**src/rtl/butterfly_inverse.sv**
```systemverilog
// Inverse radix-2 butterfly: rebuilds (a, b) from packed (s, d) = (a+b, a-b) through a
// two-stage valid/ready pipeline. Define BUTTERFLY_INV_ROUND_EN for round-half-up with saturation.
module butterfly_inverse #(
  parameter int WORD_SZ = 8,
  parameter int CNT_W   = 8
) (
  input  logic               i_CLK,
  input  logic               i_RESET,
  input  logic               i_valid,
  output logic               o_ready,
  input  logic [WORD_SZ-1:0] in1,
  input  logic [WORD_SZ-1:0] in2,
  output logic               o_valid,
  input  logic               i_ready,
  output logic [WORD_SZ-1:0] out1,
  output logic [WORD_SZ-1:0] out2,
  output logic               o_odd,
  output logic [CNT_W-1:0]   o_count
);

  localparam int HALF = WORD_SZ / 2;

  typedef logic signed [HALF:0] ext_t;

  typedef struct packed {
    ext_t rr_sum;
    ext_t ii_sum;
    ext_t rr_dif;
    ext_t ii_dif;
  } s1_t;

  function automatic ext_t sext(input logic [HALF-1:0] v);
    return ext_t'({v[HALF-1], v});
  endfunction

`ifdef BUTTERFLY_INV_ROUND_EN
  typedef logic signed [HALF+1:0] ext2_t;
  localparam ext2_t HMAX = {3'b000, {(HALF-1){1'b1}}};

  // One extra bit of headroom so the +1 cannot wrap before the shift.
  function automatic logic [HALF-1:0] halve(input ext_t x);
    ext2_t r;
    r = ext2_t'(x) + ext2_t'(1);
    r = r >>> 1;
    if (r > HMAX) return HMAX[HALF-1:0];
    return r[HALF-1:0];
  endfunction
`else
  function automatic logic [HALF-1:0] halve(input ext_t x);
    return x[HALF:1];
  endfunction
`endif

  logic               s1_valid_q, s1_valid_d;
  s1_t                s1_q, s1_d;
  logic               s2_valid_q, s2_valid_d;
  logic [WORD_SZ-1:0] out1_q, out1_d, out2_q, out2_d;
  logic               odd_q, odd_d;
  logic [CNT_W-1:0]   count_q, count_d;

  logic s2_load, s1_load, xfer;

  assign s2_load = s1_valid_q && (!s2_valid_q || i_ready);
  assign s1_load = !s1_valid_q || s2_load;
  assign xfer    = s2_valid_q && i_ready;

  always_comb begin
    // NOTE: every variable gets a default first, so no path can infer a latch.
    s1_valid_d = s1_valid_q;
    s1_d       = s1_q;
    s2_valid_d = s2_valid_q;
    out1_d     = out1_q;
    out2_d     = out2_q;
    odd_d      = odd_q;
    count_d    = count_q;

    if (s1_load) begin
      s1_valid_d = i_valid;
      if (i_valid) begin
        s1_d.rr_sum = sext(in1[WORD_SZ-1 -: HALF]) + sext(in2[WORD_SZ-1 -: HALF]);
        s1_d.ii_sum = sext(in1[HALF-1:0])          + sext(in2[HALF-1:0]);
        s1_d.rr_dif = sext(in1[WORD_SZ-1 -: HALF]) - sext(in2[WORD_SZ-1 -: HALF]);
        s1_d.ii_dif = sext(in1[HALF-1:0])          - sext(in2[HALF-1:0]);
      end
    end

    if (s2_load) begin
      s2_valid_d = 1'b1;
      out1_d     = {halve(s1_q.rr_sum), halve(s1_q.ii_sum)};
      out2_d     = {halve(s1_q.rr_dif), halve(s1_q.ii_dif)};
      odd_d      = s1_q.rr_sum[0] | s1_q.ii_sum[0] | s1_q.rr_dif[0] | s1_q.ii_dif[0];
    end else if (xfer) begin
      s2_valid_d = 1'b0;
    end

    if (xfer) count_d = count_q + 1'b1;
  end

  // NOTE: sequential state uses non-blocking assignments only. Data registers are reset
  // as well so the outputs read 0 the moment reset asserts, not just the valid flags.
  always_ff @(posedge i_CLK or negedge i_RESET) begin
    if (!i_RESET) begin
      s1_valid_q <= 1'b0;
      s1_q       <= '0;
      s2_valid_q <= 1'b0;
      out1_q     <= '0;
      out2_q     <= '0;
      odd_q      <= 1'b0;
      count_q    <= '0;
    end else begin
      s1_valid_q <= s1_valid_d;
      s1_q       <= s1_d;
      s2_valid_q <= s2_valid_d;
      out1_q     <= out1_d;
      out2_q     <= out2_d;
      odd_q      <= odd_d;
      count_q    <= count_d;
    end
  end

  assign o_ready = s1_load;
  assign o_valid = s2_valid_q;
  assign out1    = out1_q;
  assign out2    = out2_q;
  assign o_odd   = odd_q;
  assign o_count = count_q;

endmodule

```
**config.mk**
```make
export PLATFORM = sky130hd
export DESIGN_NAME = butterfly_inverse
export DESIGN_NICKNAME = d
export VERILOG_FILES = /design/src/rtl/butterfly_inverse.sv
export SDC_FILE = /design/constraint.sdc
export NUM_CORES = 1
export LEC_CHECK = 0
export CAP_MARGIN = 15
export CORE_MARGIN = 3
export CORE_UTILIZATION = 55
export CTS_CLUSTER_DIAMETER = 200
export DETAILED_ROUTE_END_ITERATION = 8
export PLACE_DENSITY = 0.85
export SYNTH_ARGS = -nofsm -noshare
export SYNTH_HDL_FRONTEND = slang
export SYNTH_SLANG_ARGS = --single-unit
export TNS_END_PERCENT = 20
```
**constraint.sdc**
```tcl
create_clock -name i_CLK -period 2.1 [get_ports i_CLK]
set_input_delay 0.21 -clock i_CLK [delete_from_list [all_inputs] [get_ports i_CLK]]
set_output_delay 0.21 -clock i_CLK [all_outputs]
set_load 0.005 [all_outputs]
```
==> impl.org, run 1 <==
** Timing
- Final min period :: 1.83 ns
- The worst pin sits at a relative slew slack of 0.633.
- Worst Slack Setup Final :: 0.267 ns
- Fmax :: 546 MHz
- The number of pins with negative max-slew slack in the final report came to 0.
- Clock skew after layout :: 0.00521 ns
- At the pin with the least slew margin, the transition time is 0.551 ns.
- Unrepaired setup endpoints after global routing :: false
- Dividing the final minimum period by the clock period gives 0.873.
- Setup violations remaining at the end of the flow were counted as 0.
- The final count of hold timing violations is 0.
- Total Neg Setup Slack :: 0 ns

** Worst setup path
- In this run the critical register-to-register path is captured at s1_q[7].
- Kind of end point of the critical path :: output pin
- Classification of the worst setup path :: input port to output pin
- Slack of the worst reg-to-reg path :: 0.70 ns
- STA classifies the critical path startpoint as an input port.
- Capture point of the critical path :: o_ready
- Source of the critical timing path :: i_ready
- Launching point of the worst reg2reg path :: o_valid
- Data on the critical path arrives at its endpoint at 1.62 ns.
- Worst Path Required :: 1.89 ns
- Of all nets on the critical path, the largest fanout is 13.
- Depth of the worst register-to-register path :: 5

** Hold path
- Path class of the lowest-slack min-delay path :: flip-flop to flip-flop
- Worst hold path depth :: 1

** Yosys
- Yosys warnings :: 0
- Sequential share of the synthesized area :: 0.485
- Leading register cell type out of synthesis :: dfrtp_1
- Multiplexer area fraction after synthesis :: 0.0922
- Post-synth net total :: 236
- Synthesized area per cell :: 11.9 um2
- Of the total synthesized cell area, the portion taken by XOR and XNOR cells is 0.0415.
- Area share of fa/ha/maj cells after synthesis :: 0.126
- After synthesis the cells add up to 2320 um2.
- The share of the synthesized area in compound gates (AO/OA/AOI/OAI) came to 0.106.
- Distinct cell type count after synthesis :: 36
- Synthesis inferred 45 register bits.
- Of the total synthesized cell area, the portion taken by AND, OR, NAND and NOR gates is 0.104.
- Proportion of register bits with asynchronous set or reset after synthesis :: 1.00
- Counting every instance in the synthesized netlist gives 195.
- Count of flip-flops with a built-in enable after synthesis :: 0
- Dominant combinational cell family by area after synthesis :: adder cells

** CTS
- After clock tree synthesis, the flow added hold-fix buffers numbering 1.
- In this run the clock root is driven by a clkbuf_8.
- Clock tree from TritonCTS :: done
- Clock transition at the register clock pins on the worst setup and hold paths after CTS :: 0.08 ns
- Post-CTS Resized :: 0
- Bufs on Longest Clock Path :: 2
- Setup Fix Bufs, Post-CTS :: 0
- Inserted Clock Buffers :: 5
- Insertion delay to the later sink of the worst-skew pair :: 0.29 ns
- In this run the number of H-tree levels came out at 2.
- CTS Sinks :: 45

** Layout
- The multi-input combinational cells in the finished layout cover a total of 1090 um2.
- Fill count :: 279
- Final Instance Area :: 2920 um2
- Area growth syn-to-layout :: 25.9%
- The repair_antennas step left the layout with diodes totalling 0.
- Commonest non-fill, non-tap cells in the layout :: clkdlybuf4s50_1 (45), dfrtp_1 (45), o21ai_0 (21)
- Sequential standard cell area :: 1130 um2
- Of the cells placed in the final design, the portion with a size suffix greater than 1 is 0.168.
- The final layout contains 290 nets.

** Route
- Via-to-Cell Ratio :: 5.43
- The detailed router placed 1618 vias in this run.
- # DRC :: 0
- Average wire per cell in the routed design :: 15.0 um
- The count of nets left with antenna violations once routing finished came out at 0.
- Number of detailed-route iterations in the first pass :: 4
- The detailed router finished its first iteration with 91 violations.
- For this block, the routed nets add up to 4460 um of wire.

** Placed design
- At the end of routability-driven placement, the weighted congestion stood at 0.847.
- Post-placement cell area :: 2830 um2
- Half-perimeter wire length after detailed placement :: 3430 um
- IO Port Bufs :: 46
- Before CTS, the worst setup slack after placement is 0.109 ns.

** Global routing
- The total overflow left after global routing is 0.
- Entering global routing, the biggest net connects 46 pins.
- In the global route stage, overall resource usage came out at 0.201.
- The number of global-route vias before repair is 1715.
- The first global-routing pass estimated 7940 um of wire.
- The number of antenna violations at the first check in global routing is 0.

** Pwr
- Power density over cell area :: 896 nW/um2
- Leakage power total :: 1.28 nW
- Peak supply drop :: 0.500 mV

** Floorplanning
- Die span in y :: 71.0 um
- Die footprint :: 5040 um2
- Placement Rows :: 22
- Io pins :: 47
- In this run the standard cell core region covers 3850 um2.
- The initial utilization of the core area, before any placement, comes to 0.602.
- Measured along the x axis, the die boundary spans 71.0 um.

** Outcome
- Result of the run :: completed

** Job
- Max-cap violations in this run came to 0.
## cell families after synthesis
group,after synthesis
DFF,45
AOI/OAI and AO/OA,44
and+or+nand+nor,35
adders and majority gates,21
buffers and inverters,20
muxes,19
xor gates and xnor gates,11
## sequential cells by signal (all words and copies together) (netlist names)
name,count
out1,8
o_count,8
out2,8
o_odd,1
s1_valid_q,1
s1_q,18
o_valid,1
## Yosys cell counts (all sizes together) (3+ instances only)
cell type | number | area [um2]
and3b | 3 | 30.0
xnor2 | 8 | 70.1
nor3b | 3 | 32.5
mux2 | 19 | 214
nand3b | 3 | 22.5
fa | 4 | 80.1
dfrtp | 45 | 1130
nand4 | 4 | 25.0
nand2b | 5 | 33.8
nand2 | 6 | 27.5
o21ai | 22 | 110
a21oi | 9 | 45.0
ha | 17 | 213
inv | 13 | 48.8
o31ai | 4 | 30.0
xor2 | 3 | 26.3
buf | 4 | 45.0
a31oi | 6 | 37.5
## worst min-delay path by stage
stage                     slack (ns)    endpoint       start
after CTS                       0.48  o_count[7]  o_count[7]
after global placement          0.32       o_odd     i_RESET
after floorplan                -0.09  o_count[0]     i_RESET
after global routing            0.52  o_count[7]  o_count[7]
after detailed placement        0.32     o_valid     i_RESET
final                           0.48  o_count[7]  o_count[7]
## layer usage
metal,track usage,up-vias,wire (um)
met3,0.0511,6,201
met1,0.250,777,1950
met4,0.0793,0,78
met2,0.337,40,2230
li1,-,795,-
met5,0,-,0
## power breakdown
group | internal (W) | switching (W)
combinational | 0.000541 | 0.000305
clock | 0.000231 | 0.000277
sequential | 0.00110 | 0.000169
## worst max-delay path: stages
cell and delay, ns:
clkdlybuf4s50_1 0.45, and3b_4 0.42, clkinv_2 0.09, clkdlybuf4s50_1 0.45
## stage by stage
step | power [W] | utilization | hold WS [ns] | cells
6_report | 0.00262 | 0.758 | 0.477 | 298
5_1_grt | 0.00279 | 0.758 | 0.518 | 298
4_1_cts | 0.00265 | 0.758 | 0.478 | 298
3_5_place_dp | 0.00214 | 0.734 | 0.315 | 289
3_3_place_gp | 0.00209 | 0.734 | 0.318 | 289
2_1_floorplan | 0.00163 | - | -0.0856 | 195
## final cells by class
class / count / area share
timing repair buffer: 53 / 0.175
tap: 48 / 0.0206
clock inverter: 2 / 0.00343
multi-input combinational: 130 / 0.373
clock buffer: 6 / 0.0248
inverter: 14 / 0.0184
sequential: 45 / 0.385
No activity file was read; power rests on OpenSTA's default activity.
==> run 2: changes to the inputs <==
RECOVER_POWER = 100   (was not set)
==> impl.org, run 2 (synthesized netlist as in run 1, its figures left out) <==
** Worst setup path
- Source of the critical timing path :: i_ready
- Arr. time, crit path :: 1.70 ns
- Crit path largest cell delay :: 0.46 ns
- Of all nets on the critical path, the largest fanout is 13.
- The critical path contains buffers and inverters numbering 3 combined.
- The worst register-to-register path begins at o_valid.
- Number of gates on the worst path with buffers counted :: 4
- Kind of end point of the critical path :: output pin
- The slowest stage of the critical path belongs to the cell clkdlybuf4s50_1.
- Chain of cells forming the critical path :: clkdlybuf4s50_1 > and3b_4 > clkinvlp_2 > clkdlybuf4s50_1
- Capture point of the critical path :: o_ready
- Startpoint type of the worst setup path :: input port
- Critical R2R Capture :: s1_q[8]
- Across all register-to-register paths, the minimum setup slack is 0.41 ns.
- The critical path in this run is classified as input port to output pin.
- By instance count, the cell type seen most on the critical path is clkdlybuf4s50_1.
- Depth of the worst register-to-register path :: 5
- Data on the critical path is required at its endpoint by 1.89 ns.
- Cell class contributing the biggest share of worst-path delay :: buffers and inverters

** Layout
- Net total in the final layout :: 290
- The library cell used most frequently in the layout, excluding fill and tap cells, is dfrtp_1.
- In the final layout, the share of cells above drive strength 1 is 0.144.
- Commonest non-fill, non-tap cells in the layout :: dfrtp_1 (45), dlygate4sd3_1 (29), o21ai_0 (22)
- For this run, the number of standard cells in the final layout without fillers is 298.
- ANT cells :: 0
- Max FFs per register :: 18
- Counting the fill cells in the layout gives 284.
- Ranked by flip-flop count, first place goes to s1_q.
- Area growth syn-to-layout :: 25.1%

** Global routing
- Initial antenna violation count :: 0
- For this run, the total global-route usage over all layers was measured as 0.201.
- Wire length of the first global-routing pass :: 7940 um
- Entering global routing, the biggest net connects 46 pins.
- Via count of the first global-routing pass :: 1715
- Summed over all layers, the global routing overflow is 0.

** Placed design
- IO Port Bufs :: 46
- Placed insts :: 289
- At the placement stage, the worst setup path has a slack of 0.109 ns.
- Half-perimeter wire length after detailed placement :: 3430 um
- The congestion estimate from routability-driven global placement came to 0.847.

** Route
- For this block, the routed nets add up to 4440 um of wire.
- Via-to-Cell Ratio :: 5.44
- Before antenna repair, the detailed router went through 4 iterations.
- The first routing iteration left 84 violations.
- Via Count :: 1622
- Antenna Violating Nets Remaining :: 0
- # DRC :: 0
- Average wire per cell in the routed design :: 14.9 um

** Job
- The tool flagged a number of max-cap violations equal to 0.

** CTS
- CTS Sinks :: 45
- Setup Fix Bufs, Post-CTS :: 0
- The clock tree synthesis step divided the H-tree into 2 levels.
- Cell chosen for the clock root :: clkbuf_8
- Bufs on Longest Clock Path :: 2
- For the worst-skew pair, the clock arrives at the later sink with an insertion delay of 0.30 ns.
- TritonCTS built the clock tree.
- Clock transition at the register clock pins on the worst setup and hold paths after CTS :: 0.08 ns
- Inserted Clock Buffers :: 5

** Pwr
- The worst-case IR drop observed on VDD is 0.489 mV.
- Power density over cell area :: 876 nW/um2
- Leakage power total :: 1.29 nW

** Timing
- Final max-slew violation count :: 0
- Derived from the worst setup path, the maximum achievable clock frequency is 522 MHz.
- In the finished design, the share of the clock period the worst path needs comes to 0.912.
- Final-report setup violation count :: 0
- Hold Vio Cnt, Final :: 0
- Total Neg Setup Slack :: 0 ns
- Worst Slack Setup Final :: 0.186 ns
- Slew @ Worst Pin :: 1.08 ns
- Clock skew after layout :: 0.00551 ns
- Final min period :: 1.91 ns
- Measured against its own limit, the worst slew margin works out to 0.277.
- Setup repair after global routing left no endpoint under its margin.
- Tightest hold margin :: 0.471 ns

** Floorplanning
- The die is 71.0 um tall.
- The die covers 5040 um2.
- The core region is 3850 um2.
- Die width :: 71.0 um
- Pin placement for this block handled 47 I/O pins.
- The initial utilization of the core area, before any placement, comes to 0.602.
- Row generation in the floorplan step produced 22 rows.

** Outcome
- The flow ran to the end, and the final reports show no timing, DRC or antenna violations.

** Hold path
- Path class of the lowest-slack min-delay path :: flip-flop to flip-flop
run 2: layer usage:
metal | up-vias | track usage | wire (um)
met5 | - | 0 | 0
met4 | 0 | 0.0793 | 80
met3 | 6 | 0.0511 | 201
met2 | 40 | 0.337 | 2180
met1 | 776 | 0.250 | 1990
li1 | 800 | - | -
run 2: power breakdown:
group	switching, W	internal, W	leakage [nW]
sequential	0.000161	0.00110	0.540
clock	0.000277	0.000231	0.0450
combinational	0.000302	0.000474	0.707
total	0.000740	0.00180	1.29
run 2: layout make-up:
| class | count | area [um2] | share of cell area |
|---|---|---|---|
| clock buffers | 6 | 72.6 | 0.0250 |
| repair buffers | 53 | 504 | 0.174 |
| flip-flops and latches | 45 | 1130 | 0.388 |
| inverters | 14 | 53.8 | 0.0185 |
| multi-input cells | 130 | 1080 | 0.371 |
| well taps | 48 | 60.1 | 0.0207 |
| clock inverters | 2 | 10.0 | 0.00345 |
run 2: how the worst min path moves through the flow:
| stage | from | end | slack, ns | cells after the start |
|---|---|---|---|---|
| global placement | i_RESET | o_odd | 0.32 | 2 |
| detailed placement | i_RESET | o_valid | 0.32 | 2 |
| finish | o_count[7] | o_count[7] | 0.47 | 1 |
| floorplan | i_RESET | o_count[0] | -0.09 | 0 |
| CTS | o_count[7] | o_count[7] | 0.48 | 1 |
| global route | o_count[7] | o_count[7] | 0.51 | 1 |
run 2: timing repair:
action                    4_1_cts  5_1_grt
hold endpoints to repair       45        0
gates resized for setup         0        0
hold buffers                    1        0
run 2: metrics by stage:
stage	utilization	power, W	area (um2)
after floorplan	-	0.00163	2320
final	0.753	0.00254	2900
after detailed placement	0.734	0.00214	2830
after global placement	0.734	0.00209	2830
after CTS	0.758	0.00265	2920
after global routing	0.753	0.00272	2900
